--- config.mk ---
export PLATFORM = sky130hd
export DESIGN_NAME = dc303_rdr
export DESIGN_NICKNAME = d
export VERILOG_FILES = /design/src/rtl/dc303_rdr.sv
export SDC_FILE = /design/constraint.sdc
export NUM_CORES = 1
export LEC_CHECK = 0
export ABC_AREA = 1
export ABC_CLOCK_PERIOD_IN_PS = 4500
export CAP_MARGIN = 20
export CELL_PAD_IN_SITES_DETAIL_PLACEMENT = 0
export CELL_PAD_IN_SITES_GLOBAL_PLACEMENT = 2
export CORE_ASPECT_RATIO = 1.75
export CORE_MARGIN = 2
export CORE_UTILIZATION = 39
export CTS_BUF_LIST = sky130_fd_sc_hd__clkbuf_2 sky130_fd_sc_hd__clkbuf_4 sky130_fd_sc_hd__clkbuf_8
export DETAILED_ROUTE_END_ITERATION = 7
export DONT_BUFFER_PORTS = 1
export PLACE_DENSITY_LB_ADDON = 0.1
export SKIP_CTS_REPAIR_TIMING = 1
export SLEW_MARGIN = 25
export SYNTH_ARGS = -nofsm -noshare
export SYNTH_HDL_FRONTEND = slang
export SYNTH_SLANG_ARGS = --single-unit
--- constraint.sdc ---
create_clock -name pin_clk -period 4.5 [get_ports pin_clk]
set_clock_uncertainty 0.05 [all_clocks]
set_input_delay 0 -clock pin_clk [delete_from_list [all_inputs] [get_ports pin_clk]]
set_output_delay 0 -clock pin_clk [all_outputs]
set_load 0.05 [all_outputs]
--- src/rtl/dc303_rdr.sv ---
`default_nettype none
// +--------------------------------------------------------------------+
// | dc303_rdr : replays DC303 nanocommands to read MC or NA words.     |
// | Optional addr<64 short path: DC303_RDR_A64_EN.     Rev 1.0         |
// +--------------------------------------------------------------------+
module dc303_rdr #(
  parameter int HDIV     = 2,
  parameter int INIT_PER = 3
) (
  input  logic        pin_clk,
  input  logic        pin_rst,
  input  logic        req,
  input  logic        kind,
  input  logic [4:0]  chip,
  input  logic [9:0]  addr,
  input  logic [15:0] data,
  input  logic [3:0]  taa,
  output logic        ready,
  output logic        busy,
  output logic        done,
  output logic [15:0] dout,
  output logic        dc_clk,
  output logic        dc_rst,
  output logic        dc_ez_n,
  output logic [15:0] dc_ad,
  output logic [15:0] dc_m_out,
  output logic        dc_m_oe,
  input  logic [15:0] dc_m_in
);

  localparam logic [15:0] C_NOP    = 16'hD57F;
  localparam logic [15:0] C_LD     = 16'hD51F;
  localparam logic [15:0] C_AXT    = 16'hD50F;
  localparam logic [15:0] C_DUMMY  = 16'h8000;
  localparam logic [15:0] C_AD_PLA = 16'h0001;
  localparam logic [15:0] C_JMP    = 16'h07C0;
  localparam logic [15:0] C_L2     = 16'h8030;

  localparam int CW  = (HDIV > 1) ? $clog2(HDIV) : 1;
  localparam int SWI = $clog2(2 * INIT_PER + 1);
  localparam int SW  = (SWI > 4) ? SWI : 4;
  localparam logic [CW-1:0] C_HLAST     = CW'(HDIV - 1);
  localparam logic [SW-1:0] C_INIT_LAST = SW'(2 * INIT_PER - 1);

  typedef enum logic [2:0] {
    ST_INIT = 3'd0,
    ST_WAKE = 3'd1,
    ST_IDLE = 3'd2,
    ST_RUN  = 3'd3,
    ST_DONE = 3'd4
  } state_t;

  state_t        state_q, state_d;
  logic [SW-1:0] step_q, step_d;
  logic [CW-1:0] hcnt_q, hcnt_d;
  logic          kind_q, kind_d;
  logic [4:0]    chip_q, chip_d;
  logic [9:0]    addr_q, addr_d;
  logic [15:0]   data_q, data_d;
  logic [3:0]    taa_q, taa_d;
`ifdef DC303_RDR_A64_EN
  logic          short_q, short_d;
`endif
  logic [15:0]   dout_q, dout_d;
  logic          ready_q, ready_d;
  logic          busy_q, busy_d;
  logic          done_q, done_d;
  logic          dc_clk_q, dc_clk_d;
  logic          dc_rst_q, dc_rst_d;
  logic          dc_ez_n_q, dc_ez_n_d;
  logic [15:0]   dc_ad_q, dc_ad_d;
  logic [15:0]   dc_m_out_q, dc_m_out_d;
  logic          dc_m_oe_q, dc_m_oe_d;

  logic          step_end;
  logic [SW-1:0] run_last_cur, run_last_nxt;

  function automatic logic [15:0] with_b10(input logic [15:0] w, input logic k);
    logic [15:0] r;
    r     = w;
    r[10] = ~k;
    return r;
  endfunction

  always_comb begin
    state_d      = state_q;
    step_d       = step_q;
    hcnt_d       = hcnt_q;
    kind_d       = kind_q;
    chip_d       = chip_q;
    addr_d       = addr_q;
    data_d       = data_q;
    taa_d        = taa_q;
`ifdef DC303_RDR_A64_EN
    short_d      = short_q;
`endif
    dout_d       = dout_q;
    dc_clk_d     = dc_clk_q;
    dc_rst_d     = dc_rst_q;
    dc_ez_n_d    = dc_ez_n_q;
    dc_ad_d      = dc_ad_q;
    dc_m_out_d   = dc_m_out_q;
    dc_m_oe_d    = dc_m_oe_q;
    step_end     = (hcnt_q == C_HLAST);
    run_last_cur = kind_q ? SW'(11) : SW'(9);
`ifdef DC303_RDR_A64_EN
    if (short_q) run_last_cur = kind_q ? SW'(7) : SW'(5);
`endif

    case (state_q)
      ST_IDLE: begin
        if (req) begin
          state_d = ST_RUN;
          step_d  = '0;
          hcnt_d  = '0;
          kind_d  = kind;
          chip_d  = chip;
          addr_d  = addr;
          data_d  = data;
          taa_d   = taa;
`ifdef DC303_RDR_A64_EN
          short_d = (addr < 10'd64);
`endif
        end
      end
      ST_DONE: state_d = ST_IDLE;
      default: begin
        if (!step_end) begin
          hcnt_d = hcnt_q + 1'b1;
        end else begin
          hcnt_d = '0;
          step_d = step_q + 1'b1;
          if (state_q == ST_INIT && step_q == C_INIT_LAST) begin
            state_d = ST_WAKE;
            step_d  = '0;
          end else if (state_q == ST_WAKE && step_q == SW'(1)) begin
            state_d = ST_IDLE;
            step_d  = '0;
          end else if (state_q == ST_RUN && step_q == run_last_cur) begin
            state_d = ST_DONE;
            step_d  = '0;
            dout_d  = kind_q ? {6'b0, dc_m_in[9:0]} : dc_m_in;
          end
        end
      end
    endcase

    run_last_nxt = kind_d ? SW'(11) : SW'(9);
`ifdef DC303_RDR_A64_EN
    if (short_d) run_last_nxt = kind_d ? SW'(7) : SW'(5);
`endif

    // Pin values are decoded from the position being entered so they change together.
    case (state_d)
      ST_INIT: begin
        dc_clk_d  = ~step_d[0];
        dc_rst_d  = 1'b1;
        dc_ez_n_d = 1'b0;
        dc_m_oe_d = 1'b0;
      end
      ST_WAKE: begin
        dc_clk_d  = ~step_d[0];
        dc_rst_d  = 1'b0;
        dc_ez_n_d = 1'b1;
        dc_m_oe_d = 1'b0;
      end
      ST_IDLE: dc_clk_d = 1'b0;
      ST_RUN: begin
        dc_clk_d  = ~step_d[0];
        dc_rst_d  = 1'b0;
        dc_m_oe_d = 1'b1;
        dc_ez_n_d = 1'b0;
`ifdef DC303_RDR_A64_EN
        if (short_d) begin
          dc_ad_d = data_d;
          if (step_d == run_last_nxt) begin
            dc_m_oe_d = 1'b0;
            dc_ez_n_d = 1'b1;
          end else if (step_d == run_last_nxt - SW'(1)) begin
            dc_ez_n_d  = 1'b1;
            dc_m_out_d = with_b10(C_NOP, kind_d);
          end else begin
            case (step_d[2:0])
              3'd0:    dc_m_out_d = C_LD;
              3'd1:    dc_m_out_d = C_JMP;
              3'd3:    dc_m_out_d = {5'b0, chip_d, addr_d[5:0]};
              3'd5:    dc_m_out_d = C_DUMMY;
              default: dc_m_out_d = C_NOP;
            endcase
          end
        end else
`endif
        begin
          dc_ad_d = C_AD_PLA;
          if (step_d == run_last_nxt) begin
            dc_m_oe_d = 1'b0;
            dc_ez_n_d = 1'b1;
          end else if (step_d == run_last_nxt - SW'(1)) begin
            dc_ez_n_d  = 1'b1;
            dc_ad_d    = data_d;
            dc_m_out_d = with_b10(C_LD, kind_d);
          end else begin
            case (step_d)
              SW'(0):  dc_m_out_d = C_LD;
              SW'(1):  dc_m_out_d = C_JMP;
              SW'(2):  dc_m_out_d = C_NOP;
              SW'(3):  dc_m_out_d = {5'b0, chip_d, ~addr_d[9], 1'b1, taa_d};
              SW'(4):  dc_m_out_d = C_AXT;
              SW'(5):  dc_m_out_d = C_L2;
              SW'(6): begin
                dc_ad_d    = {6'b0, addr_d};
                dc_m_out_d = C_AXT;
              end
              SW'(8): begin
                dc_ad_d    = data_d;
                dc_m_out_d = C_LD;
              end
              default: dc_m_out_d = C_DUMMY;
            endcase
          end
        end
      end
      default: ;
    endcase

    ready_d = (state_d == ST_IDLE);
    busy_d  = (state_d == ST_RUN) || (state_d == ST_DONE);
    done_d  = (state_d == ST_DONE);
  end

  // Reset parks one step before INIT step 0 so the first INIT step gets its full HDIV cycles.
  always_ff @(posedge pin_clk) begin
    if (pin_rst) begin
      state_q    <= ST_INIT;
      step_q     <= '1;
      hcnt_q     <= C_HLAST;
      kind_q     <= 1'b0;
      chip_q     <= '0;
      addr_q     <= '0;
      data_q     <= '0;
      taa_q      <= '0;
`ifdef DC303_RDR_A64_EN
      short_q    <= 1'b0;
`endif
      dout_q     <= '0;
      ready_q    <= 1'b0;
      busy_q     <= 1'b0;
      done_q     <= 1'b0;
      dc_clk_q   <= 1'b0;
      dc_rst_q   <= 1'b1;
      dc_ez_n_q  <= 1'b0;
      dc_ad_q    <= '0;
      dc_m_out_q <= '0;
      dc_m_oe_q  <= 1'b0;
    end else begin
      state_q    <= state_d;
      step_q     <= step_d;
      hcnt_q     <= hcnt_d;
      kind_q     <= kind_d;
      chip_q     <= chip_d;
      addr_q     <= addr_d;
      data_q     <= data_d;
      taa_q      <= taa_d;
`ifdef DC303_RDR_A64_EN
      short_q    <= short_d;
`endif
      dout_q     <= dout_d;
      ready_q    <= ready_d;
      busy_q     <= busy_d;
      done_q     <= done_d;
      dc_clk_q   <= dc_clk_d;
      dc_rst_q   <= dc_rst_d;
      dc_ez_n_q  <= dc_ez_n_d;
      dc_ad_q    <= dc_ad_d;
      dc_m_out_q <= dc_m_out_d;
      dc_m_oe_q  <= dc_m_oe_d;
    end
  end

  assign ready    = ready_q;
  assign busy     = busy_q;
  assign done     = done_q;
  assign dout     = dout_q;
  assign dc_clk   = dc_clk_q;
  assign dc_rst   = dc_rst_q;
  assign dc_ez_n  = dc_ez_n_q;
  assign dc_ad    = dc_ad_q;
  assign dc_m_out = dc_m_out_q;
  assign dc_m_oe  = dc_m_oe_q;

endmodule
`default_nettype wire

==> results summary, run 1 <==
Setup repair after global routing left no endpoint under its margin. The worst slew margin relative to its limit came out at 33.29%. On the critical path, the stage with the largest delay is an instance of sky130_fd_sc_hd__nor2_4. The CTS H-tree depth is 3.

The data arrival time of the critical path is 3.05 ns. The worst supply voltage drop on vdd is 0.0002494 V. The DRC violation total after the first TritonRoute iteration is 150. The worst hold path class is input pin to flop. The CTS sink count is 96. TritonCTS built the clock tree. The count of filler cells inserted in the layout came out at 1,048. The HPWL after detailed placement came out at 7916 um.

At the end of the flow the core is filled with cells to 48.48%. The number of distinct library cell variants in the gate-level netlist after synthesis is 33. The layout cell share with drive strength beyond 1 is 7.692%. The max-capacitance violation count came out at 0. The initial core utilization came out at 40.31%. The count of nets left with antenna violations once routing finished came out at 0.

For the pin with the worst max-slew slack, the measured transition is 0.9993 ns. At the end of the flow, the number of nets in the layout was 664. The share of the clock period used by the worst path after layout is 63.05%. The number of ports placed on the die boundary came out at 110. The via count of the first global-routing pass came out at 3,373. The static leakage is 2.214 nW. The area inside the core boundary is 0.01030 mm^2. The library cell used as clock root buffer is sky130_fd_sc_hd__clkbuf_8. The critical path start-end classification is flop to flop. In this run the critical register-to-register path is launched from step_q[1]$_SDFF_PP1_. The global routing stage identified its most utilized layer as met2. Traced cell by cell, the critical path runs through inv_1, nand2_1, nand2_1, nand2_1, nor2_4, nand2_2, nand3_1, o211ai_2, nand3_4, nor2_4, inv_1, nor3_1, nor2_1. Among cell families on the critical path, the largest total delay comes from simple AND/OR/NAND/NOR gates.

The number of buffers created by CTS came out at 9. For this run, global-route usage on met2 was measured as 36.33%. The antenna diode instance count came out at 0.

The post-layout minimum cycle time is 2.837 ns. STA classifies the critical path startpoint as a flop. Measured along the x axis, the die boundary spans 81.99 um. The initialized floorplan defines 49 standard-cell rows. The flow ran to the end, and the final reports show no timing, DRC or antenna violations. The delay of the slowest cell on the worst path is 0.45 ns. The cell with the most instances on the worst path is sky130_fd_sc_hd__nand2_1. Using the TritonRoute via totals, the vias-per-cell ratio works out to 4.957. The total global-route track usage came out at 19.65%. The number of hold violations in the final report is 0. The die area is 0.01152 mm^2. The largest net degree at the start of global routing came out at 60. Dividing the synthesized area by the synthesized cell count gives 7.413 um^2. The number of instances in the synthesized netlist came out at 560. The reg-to-reg setup timing slack came out at 1.66 ns. The wire length per cell came out at 15.42 um. The number of stages on the worst setup path came out at 13. The count of cells along the worst register-to-register path came out at 13. For the final routed database, the setup TNS stands at 0 ns. The required arrival time at the worst endpoint came out at 4.72 ns. In this run the critical register-to-register path is captured at dc_m_out[14]$_SDFFE_PP0P_.

The count of state elements after synthesis is 96. The critical path starts at step_q[1]$_SDFF_PP1_. The critical path contains buffers and inverters numbering 2 combined. The global-route track usage on met1 came out at 20.01%. Across all hold checks on the routed design, the worst slack comes to 0.02369 ns. The max-slew violation count came out at 0.

The met3 track demand over resource came out at 5.477%. The worst-skew pair later-pin latency is 0.36 ns. The remaining design rule violation count came out at 0.

From synthesis to final layout, the design area changed by 20.28%. The residual overflow from global routing is 0. The first TritonRoute pass finished after 4 iterations.

Setup violations remaining at the end of the flow were counted as 0. The die outline height came out at 140.5 um. The sequential-to-total area share from yosys stat is 46.29%. The last weighted congestion value of the routability-driven placer came out at 0.7952. The worst-case clock buffer depth came out at 2. The wire length of the first global-routing pass came out at 17,190 um. For this run, the number of Yosys warnings is 0.

The number of I/O port buffers is 0. After clock tree synthesis, the clock-pin slew on the worst setup and hold paths is 0.10 ns. The post-synthesis instance area came out at 0.004151 mm^2. The most critical setup path has its endpoint at dc_m_out[14]$_SDFFE_PP0P_. The power per cell area is 400.5 mW/mm^2. Summed over all layers, the routed wires come to 11,380 um. The routed via count is 3,658. Derived from the worst setup path, the maximum achievable clock frequency is 352.4 MHz. The maximum fanout encountered on the critical timing path is 21. The initial antenna violation count is 0. The endpoint type of the worst setup path is a flop.
[worst min path at each step]
stage                        from                        to  slack [ns]  cells after the start
after floorplan           pin_rst     data_q[15]$_SDFF_PP0_        0.04                      1
after global placement    pin_rst      chip_q[2]$_SDFF_PP0_        0.03                      1
after detailed placement  pin_rst  dc_m_out[9]$_SDFFE_PP0P_        0.03                      1
after CTS                 pin_rst      chip_q[2]$_SDFF_PP0_       -0.38                      1
after global routing          req       hcnt_q$_SDFFE_PP1P_        0.10                      4
final                         req       hcnt_q$_SDFFE_PP1P_        0.02                      4
[power breakdown]
group	internal [mW]	total [mW]	switching, mW
clock	0.257	0.563	0.307
sequential	0.888	0.975	0.0863
combinational	0.152	0.462	0.310
[state kept, by name, indices dropped and copies added (netlist names), 3 cells and up]
signal,count
chip_q,5
dc_m_out,13
state_q,3
step_q,4
taa_q,4
addr_q,10
dout,16
data_q,16
dc_ad,16
[logic make-up (layout without fill, tap and decap cells)]
logic type	after synthesis	count (layout)	synth area share, %
fa+ha+maj	2	2	0.6027
compound gates	73	73	9.343
mux	20	20	4.852
buf+inv	65	115	7.052
simple gates	302	302	31.56
other cells	1	2	0.09033
xor+xnor	1	1	0.2110
flops	96	96	46.29
[through the flow]
stage,setup WS (ns),std cells,power (mW),cell area (um^2)
2_1_floorplan,2.441,561,1.318,4155
3_3_place_gp,1.642,663,1.410,4180
3_5_place_dp,1.583,663,1.406,4180
4_1_cts,1.593,678,1.974,4375
5_1_grt,1.337,738,2.113,4994
6_report,1.663,738,2.000,4994
[synthesized netlist by cell type, drive strengths merged]
cell type | count | area (um^2)
nand2 | 157 | 609.3
dfxtp | 96 | 1922
nor2 | 87 | 382.9
nand3 | 49 | 262.8
a21oi | 44 | 227.7
inv | 38 | 147.6
o21ai | 25 | 125.1
mux2i | 19 | 190.2
clkbuf | 14 | 52.55
buf | 12 | 88.83
nand4 | 6 | 37.54
a211oi | 2 | 15.01
ha | 2 | 25.02
nor3 | 2 | 10.01
a22oi | 1 | 7.510
clkinv | 1 | 3.750
conb | 1 | 3.750
mux2 | 1 | 11.26
nand3b | 1 | 7.510
o211ai | 1 | 12.51
xor2 | 1 | 8.760
[layer usage]
metal  vias up  share of wire, %
li1       1890                 -
met1      1673                35
met2        84                57
met3        11               5.1
met4         0               2.2
met5         -                 0
[layout by cell type, fill, tap and decap left out, types with 3 or more instances in the layout]
cell,n
sky130_fd_sc_hd__nor2_2,4
sky130_fd_sc_hd__o21ai_0,25
sky130_fd_sc_hd__inv_2,7
sky130_fd_sc_hd__dfxtp_1,96
sky130_fd_sc_hd__a21oi_1,42
sky130_fd_sc_hd__nor2_1,78
sky130_fd_sc_hd__nor2_4,4
sky130_fd_sc_hd__nand2_1,151
sky130_fd_sc_hd__clkbuf_8,9
sky130_fd_sc_hd__mux2i_1,19
sky130_fd_sc_hd__dlygate4sd3_1,59
sky130_fd_sc_hd__inv_1,29
sky130_fd_sc_hd__nand2_2,5
sky130_fd_sc_hd__clkinv_4,3
sky130_fd_sc_hd__nand4_1,6
sky130_fd_sc_hd__nand3_1,47
[worst min-delay path, delay by kind of cell]
kind	cells	cell delay, ns
compound gates	1	0.09
buf+inv	1	0.04
simple gates	2	0.26
[cell type report]
| class | instances | area [um^2] | area share [%] |
|---|---|---|---|
| multi-input cells | 400 | 1941 | 38.86 |
| flip-flops and latches | 96 | 1922 | 38.49 |
| repair buffers | 61 | 625.6 | 12.53 |
| well taps | 127 | 158.9 | 3.182 |
| inverters | 39 | 151.4 | 3.032 |
| clock buffers | 9 | 123.9 | 2.481 |
| clock inverters | 6 | 71.32 | 1.428 |
Power figures use the tool's default switching activity.
==> run 2, diff against run 1 <==
--- a/config.mk
+++ b/config.mk
@@ -5,14 +5,14 @@
 export SDC_FILE = /design/constraint.sdc
 export NUM_CORES = 1
 export LEC_CHECK = 0
-export ABC_AREA = 1
-export ABC_CLOCK_PERIOD_IN_PS = 4500
+export ABC_AREA = 0
+export ABC_CLOCK_PERIOD_IN_PS = 2900
 export CAP_MARGIN = 20
 export CELL_PAD_IN_SITES_DETAIL_PLACEMENT = 0
 export CELL_PAD_IN_SITES_GLOBAL_PLACEMENT = 2
 export CORE_ASPECT_RATIO = 1.75
 export CORE_MARGIN = 2
-export CORE_UTILIZATION = 39
+export CORE_UTILIZATION = 38
 export CTS_BUF_LIST = sky130_fd_sc_hd__clkbuf_2 sky130_fd_sc_hd__clkbuf_4 sky130_fd_sc_hd__clkbuf_8
 export DETAILED_ROUTE_END_ITERATION = 7
 export DONT_BUFFER_PORTS = 1
==> constraint.sdc (replaced) <==
create_clock -name pin_clk -period 2.9 [get_ports pin_clk]
set_clock_uncertainty 0.05 [all_clocks]
set_input_delay 0 -clock pin_clk [delete_from_list [all_inputs] [get_ports pin_clk]]
set_output_delay 0 -clock pin_clk [all_outputs]
set_load 0.05 [all_outputs]
==> run 2 against run 1 <==
  * Die area rose by 1.3%
  * Cell area rose by 3.6%
  * Combinational power rose by 65%
  * Sequential power rose by 55%
  * Fmax rose by 5.1%
  * Global-route usage fell by 1.6 points
  * First-iteration DRC count fell by 39%
  * Non-clock buffer count rose by 24
  * Final cell count fell by 11%
==> results summary, run 2 <==
The residual overflow from global routing is 0. The worst hold path passes through 2 cells. By startpoint and endpoint, the worst setup path is classified as flop to flop.

The final worst setup slack came out at 0.1994 ns. The worst-case clock buffer depth came out at 2. The number of hold violations in the final report is 0. The fraction of power consumed by sequential logic is 45.1%. The number of ports placed on the die boundary came out at 110. The layout cell share with drive strength beyond 1 came out at 11.34%.

The post-layout minimum cycle time is 2.701 ns. The clock transition at the registers of the reported paths came out at 0.10 ns. The number of instances in the synthesized netlist is 460. STA classifies the critical path startpoint as a flop. Max-cap violations in this run came to 0. The DRC violation total after the first TritonRoute iteration is 91. VDD sags by at most 0.0002927 V. The fraction of the mapped netlist area in simple logic gates is 23.99%. Including well taps, the total number of placed cells is 575. The total global-route track usage came out at 18.05%.

The switching portion of total power came out at 32.23%. The fraction of synthesized cell area taken by the top area cell type is 46.89%. Sorting the synthesized cells by area gives the leading types as sky130_fd_sc_hd__dfxtp_1, sky130_fd_sc_hd__nand2_1, sky130_fd_sc_hd__a21oi_1. The filler cells instantiated in the layout total 1,035. The antenna violation net count after detailed routing is 0. The die width is 82.51 um. The synthesized netlist devotes 0.6105% of its cell area to adder and majority cells. The final setup TNS is 0 ns. TritonCTS built the clock tree.

The hold path startpoint is pin_rst. The floorplan has 50 rows. The floorplan step defined a die boundary enclosing 0.01167 mm^2.

STA classifies the critical path endpoint as a flop. The part of the power in combinational logic is 22.8%. CTS placed an instance of sky130_fd_sc_hd__clkbuf_8 at the clock tree root. The library cells used most frequently in the layout, excluding fill and tap cells, are sky130_fd_sc_hd__dfxtp_1, sky130_fd_sc_hd__nand2_1, sky130_fd_sc_hd__dlygate4sd3_1, sky130_fd_sc_hd__a21oi_1, sky130_fd_sc_hd__nor2_1.

The number of buffers created by CTS came out at 9. The mean number of vias per cell came out at 5.229. The worst register-to-register path has a setup slack of 0.20 ns.

In this run the vertical extent of the chip is 141.4 um. The number of cells on the worst reg-to-reg path is 8. The HPWL after detailed placement came out at 7545 um. The required arrival time at the worst endpoint came out at 3.13 ns. At the placement stage, the worst setup path has a slack of 0.1790 ns. Timing would allow up to 370.3 MHz. The initial antenna violation count came to 0.

The switching power of the nets came out at 1.078 mW. The warning count from the yosys run came out at 0. The worst-skew pair later-pin latency is 0.36 ns. The number of antenna diodes in the final layout is 0. The library cell used most frequently in the layout, excluding fill and tap cells, is sky130_fd_sc_hd__dfxtp_1. The share of synthesized area spent on multiplexers is 2.930%.

The internal power component is 2.267 mW. For this run, the leading register cell type out of synthesis is sky130_fd_sc_hd__dfxtp_1. Once the floorplan was initialized, standard cells occupied 38.54% of the core. The wire length per cell is 16.36 um. The startpoint identified for the worst register-to-register timing path is step_q[0]$_SDFF_PP1_.

The pin slew with the least headroom to its limit came out at 0.7359 ns. The worst hold path class is input pin to flop. From synthesis to final layout, the design area changed by 26.25%. By count the netlist is led by sky130_fd_sc_hd__dfxtp_1, sky130_fd_sc_hd__nand2_1, sky130_fd_sc_hd__a21oi_1.

The count of state elements after synthesis is 96. The power per cell area is 646.3 mW/mm^2. The worst slew margin relative to its limit is 50.89%. The region available for standard cell placement spans 0.01064 mm^2. Sequential cells were found to cover 46.89% of the synthesized design area. The CTS sink count is 96. Summing the areas of all compound-gate instances in the mapped netlist gives 20.45% of the synthesized area. The max-slew violation count is 0. The last weighted congestion value of the routability-driven placer is 0.8226. The total routed wirelength came out at 10,780 um. The endpoint identified for the worst register-to-register timing path is dc_m_out[1]$_SDFFE_PP0P_. Of all flip-flops after synthesis, the portion carrying an async set or reset was 0%. The clock share of power is 32.1%. The post-synthesis xor/xnor area fraction is 0.6410%.

The worst-case hold slack is 0.002639 ns. The data arrival time of the critical path is 2.93 ns. The combinational family with the most area after synthesis is simple AND/OR/NAND/NOR gates. In this run the worst path has a maximum fanout of 7. The average footprint of a synthesized cell came out at 8.911 um^2. The number of detailed-routing iterations run before antenna repair came out at 4.

Among all cell types in the netlist, the one instantiated most often is sky130_fd_sc_hd__dfxtp_1. The static leakage is 1.916 nW. Setup repair after global routing left no endpoint under its margin. The via count of the first global-routing pass is 3,162. The layout net count came out at 581. The number of I/O port buffers is 0. The share of the clock period used by the worst path after layout is 93.12%. The routed via count is 3,446. In this run, synthesis inferred 0 flip-flops with an integrated enable.

The final standard cell count with taps included and fillers excluded is 659. Setup violations remaining at the end of the flow were counted as 0. The worst hold path terminates at dc_ad[15]$_SDFFE_PP0P_.

The number of distinct library cell variants in the gate-level netlist after synthesis is 64. Summing every instance area after synthesis gives 0.004099 mm^2. The most area-hungry cell type in the Yosys netlist is sky130_fd_sc_hd__dfxtp_1. The flow ran to the end, and the final reports show no timing, DRC or antenna violations. The wire length of the first global-routing pass is 16,060 um. The clock tree synthesis step divided the H-tree into 3 levels.

The largest net degree at the start of global routing came out at 79. The remaining design rule violation count came out at 0.
run 2: how the worst max path moves through the flow:
stage	from	end	slack (ns)
4_1_cts	step_q[0]$_SDFF_PP1_	dc_m_out[1]$_SDFFE_PP0P_	0.15
3_3_place_gp	step_q[1]$_SDFF_PP1_	dc_m_out[0]$_SDFFE_PP0P_	0.24
5_1_grt	step_q[0]$_SDFF_PP1_	dc_m_out[3]$_SDFFE_PP0P_	0.03
6_report	step_q[0]$_SDFF_PP1_	dc_m_out[1]$_SDFFE_PP0P_	0.20
3_5_place_dp	step_q[0]$_SDFF_PP1_	dc_m_out[1]$_SDFFE_PP0P_	0.18
2_1_floorplan	step_q[0]$_SDFF_PP1_	dc_ad[0]$_SDFFE_PP0P_	0.35
run 2: metrics by stage:
stage               power, mW  util (%)  cell area [um^2]
global route            3.526     48.66              5175
detailed placement      2.212     39.76              4229
global placement        2.210     39.76              4229
CTS                     3.301     42.12              4479
floorplan               2.054         -              4103
finish                  3.344     48.66              5175
run 2: power groups by stage:
stage,registers (mW),logic (mW),clock network [mW]
4_1_cts,1.51,0.676,1.12
6_report,1.51,0.761,1.08
3_3_place_gp,1.54,0.672,0
5_1_grt,1.52,0.844,1.17
3_5_place_dp,1.54,0.673,0
2_1_floorplan,1.51,0.541,0
run 2: layout make-up:
type | count | area [um^2] | share of cell area (%)
Clock inverter | 7 | 126.4 | 2.442
Inverter | 1 | 3.754 | 0.07253
Tap cell | 130 | 162.7 | 3.143
Timing Repair Buffer | 85 | 835.8 | 16.15
Clock buffer | 9 | 123.9 | 2.394
Multi-Input combinational cell | 331 | 2001 | 38.66
Sequential cell | 96 | 1922 | 37.14
run 2: metal layers:
metal	vias up	track usage [%]	part of all wire [%]
li1	1739	-	-
met1	1601	19.50	39
met2	88	32.34	54
met3	18	4.389	4.5
met4	0	7.679	2.6
met5	-	0	0
run 2: critical path, stage by stage, from the launching register on:
cell and delay [ns]:
sky130_fd_sc_hd__dfxtp_1 0.36, sky130_fd_sc_hd__ha_1 0.17, sky130_fd_sc_hd__or3b_4 0.42, sky130_fd_sc_hd__or3_1 0.38, sky130_fd_sc_hd__a32oi_2 0.38, sky130_fd_sc_hd__buf_4 0.21, sky130_fd_sc_hd__a21oi_1 0.04, sky130_fd_sc_hd__or2_1 0.31
sky130_fd_sc_hd__a311oi_1 0.27
run 2: cells by family after synthesis:
| group | after synthesis |
|---|---|
| adder cells (fa/ha/maj) | 2 |
| flip-flops | 96 |
| XOR/XNOR | 3 |
| AND/OR/NAND/NOR | 195 |
| multiplexers | 12 |
| buffers and inverters | 34 |
| AO/OA/AOI/OAI | 117 |
| other | 1 |
==> run 3, diff against run 2 <==
--- a/config.mk
+++ b/config.mk
@@ -6,7 +6,7 @@
 export NUM_CORES = 1
 export LEC_CHECK = 0
 export ABC_AREA = 0
-export ABC_CLOCK_PERIOD_IN_PS = 2900
+export ABC_CLOCK_PERIOD_IN_PS = 2780
 export CAP_MARGIN = 20
 export CELL_PAD_IN_SITES_DETAIL_PLACEMENT = 0
 export CELL_PAD_IN_SITES_GLOBAL_PLACEMENT = 2
@@ -16,7 +16,9 @@
 export CTS_BUF_LIST = sky130_fd_sc_hd__clkbuf_2 sky130_fd_sc_hd__clkbuf_4 sky130_fd_sc_hd__clkbuf_8
 export DETAILED_ROUTE_END_ITERATION = 7
 export DONT_BUFFER_PORTS = 1
+export GPL_TIMING_DRIVEN = 0
 export PLACE_DENSITY_LB_ADDON = 0.1
+export RECOVER_POWER = 100
 export SKIP_CTS_REPAIR_TIMING = 1
 export SLEW_MARGIN = 25
 export SYNTH_ARGS = -nofsm -noshare
==> constraint.sdc (replaced) <==
create_clock -name pin_clk -period 2.78 [get_ports pin_clk]
set_clock_uncertainty 0.05 [all_clocks]
set_input_delay 0 -clock pin_clk [delete_from_list [all_inputs] [get_ports pin_clk]]
set_output_delay 0 -clock pin_clk [all_outputs]
set_load 0.05 [all_outputs]
==> run 3 against run 2 <==
  * Setup slack got worse by 0.089 ns
  * Critical path depth is 2 higher
  * Clock-buffer cell count grew 1
  * Die area did not move
  * Via count rose by 3.9%
  * Sequential share of layout area shrank 0.49 points
  * Critical path type unchanged
  * Critical endpoint is now dc_ad[1]$_SDFFE_PP0P_
  * Largest power group unchanged
==> results summary, run 3 (synthesis results as in run 2) <==
The post-layout minimum cycle time is 2.669 ns. The die width came out at 82.51 um. The pin slew with the least headroom to its limit is 0.6281 ns. The growth of design area from synthesis to finish is 28.45%. The routed via count came out at 3,580. 110 I/O pins were placed.

In this run the standard cell core region covers 0.01064 mm^2. The number of antenna diodes in the final layout is 0. The antenna violation net count after detailed routing is 0.

The setup path with the least slack is of type flop to flop. The number of hold violations in the final report came out at 0. The critical path startpoint category is a flop. The H-tree generated during clock tree synthesis spans 3 levels. In this run the deepest clock path goes through 2 buffers. The final setup TNS came out at 0 ns. The count of cells along the worst register-to-register path is 10. The mean number of vias per cell is 5.272. After routing the design area is 0.005265 mm^2. The worst path uses 96.02% of the clock period. The CTS sink count came out at 96. In this run the most critical hold path is launched from addr[2]. On the critical path, the stage with the largest delay is an instance of sky130_fd_sc_hd__or3b_4. Clock tree synthesis selected as its root buffer the cell sky130_fd_sc_hd__clkbuf_8. Walking the worst path, the cells encountered are ha_4, or3b_4, or3_4, a32oi_2, buf_6, o21ai_2, nor4_4, buf_4, and2_1, a221o_1. For this run, the post-layout net count is 601.

The required arrival time at the worst endpoint came out at 3.06 ns. The total routed wirelength is 11,790 um. On the worst path, the slowest cell contributes a delay of 0.43 ns. TritonCTS created 9 clock buffers. The run finished with clean final reports. The library cell used most frequently in the layout, excluding fill and tap cells, is sky130_fd_sc_hd__dfxtp_1. The finished layout holds 679 standard cells, fillers aside. The post-layout total power is 3.423 mW.

The die outline height is 141.4 um. The residual overflow from global routing is 0. The congestion estimate from routability-driven global placement came to 0.7743. The placed cell count is 591. In the routed design, unresolved DRC markers number 0. The DRC violation total after the first TritonRoute iteration is 141. The worst-skew pair later-pin latency is 0.38 ns. The instance area at placement came out at 0.004265 mm^2. The first global-routing pass estimated 17,050 um of wire.

The count of buffer and inverter cells on the critical path is 2. TritonCTS built the clock tree. The data arrival time of the critical path is 2.95 ns.

Hold is met by 0.007351 ns. The tool flagged a number of max-cap violations equal to 0. The clock transition at the registers of the reported paths is 0.10 ns. The worst hold path belongs to the class input pin to flop. The endpoint type of the worst setup path is a flop. The largest net degree at the start of global routing came out at 18. Derived from the worst setup path, the maximum achievable clock frequency is 374.6 MHz.

The row count is 50. In the layout the commonest cells are sky130_fd_sc_hd__dfxtp_1, sky130_fd_sc_hd__nand2_1, sky130_fd_sc_hd__a21oi_1, sky130_fd_sc_hd__dlygate4sd3_1, sky130_fd_sc_hd__nor2_1. The power per cell area came out at 650.1 mW/mm^2.

The static leakage is 1.897 nW. The total global-route track usage is 19.44%. The die area came out at 0.01167 mm^2.

The reg-to-reg setup timing slack is 0.11 ns. In this run the critical register-to-register path is captured at dc_ad[1]$_SDFFE_PP0P_. For hold timing, the worst endpoint is dc_ad[2]$_SDFFE_PP0P_.

The maximum fanout encountered on the critical timing path is 6. The number of I/O port buffers came out at 0. The initial core utilization came out at 38.54%. The max-slew violation count is 0. The first detailed-routing pass ran for 4 iterations. The worst hold path passes through 4 cells. The worst-case IR drop observed on VDD is 0.0003239 V.

The worst pin sits at a relative slew slack of 58.13%. The HPWL after detailed placement is 8526 um. The wire length per cell is 17.36 um. Setup violations remaining at the end of the flow were counted as 0. In the final layout, the share of cells above drive strength 1 is 16.76%. The kind of cell with the highest combined delay on the critical path is simple AND/OR/NAND/NOR gates.

The initial antenna violation count is 0. The worst register-to-register path begins at step_q[0]$_SDFF_PP1_. The via count of the first global-routing pass is 3,330.
-- run 3: worst max-delay path by stage --
stage          depth (start not counted)  slack (ns)                 start               endpoint
2_1_floorplan                          9        0.23  step_q[0]$_SDFF_PP1_  dc_ad[0]$_SDFFE_PP0P_
5_1_grt                                9      -0.007  step_q[1]$_SDFF_PP1_  dc_ad[6]$_SDFFE_PP0P_
3_3_place_gp                           8       -0.29  step_q[0]$_SDFF_PP1_  dc_ad[7]$_SDFFE_PP0P_
6_report                              10        0.11  step_q[0]$_SDFF_PP1_  dc_ad[1]$_SDFFE_PP0P_
4_1_cts                                8       -0.36  step_q[0]$_SDFF_PP1_  dc_ad[7]$_SDFFE_PP0P_
3_5_place_dp                           8       -0.34  step_q[0]$_SDFF_PP1_  dc_ad[4]$_SDFFE_PP0P_
-- run 3: layout make-up --
class / instances / area (um^2)
clock buffers: 10 / 137.6
multi-input cells: 331 / 2121
repair buffers: 73 / 684.4
clock inverters: 6 / 52.55
flip-flops and latches: 96 / 1929
well taps: 130 / 162.7
plain buffers: 32 / 173.9
fillers: 1090 / 5370
inverters: 1 / 3.754
-- run 3: power by group --
group	internal (mW)	leakage, nW	switching [mW]
clock network	0.362	0.0846	0.536
logic	0.404	1.04	0.558
registers	1.44	0.777	0.122
total	2.21	1.90	1.22
-- run 3: per-layer routing --
metal	routed length, um	global-route usage, %	up-vias	part of all wire (%)
met5	0	0	-	0
met4	198	7.593	0	1.7
li1	-	-	1771	-
met3	555	4.008	16	4.7
met1	4339	19.46	1704	37
met2	6696	37.27	89	57
-- run 3: per-stage QoR --
step	utilization, %	setup WS (ns)
finish	49.51	0.1107
floorplan	-	0.2320
detailed placement	40.11	-0.3353
global placement	40.11	-0.2944
global route	49.51	-0.006835
CTS	41.89	-0.3647
-- run 3: worst register-to-register path: cells and delay by family (launching register included) --
family                     cells  cell delay, ns
DFF                            1            0.40
AOI/OAI and AO/OA              3            0.42
buffers and inverters          2            0.36
adders and majority gates      1            0.14
and+or+nand+nor                4            1.26
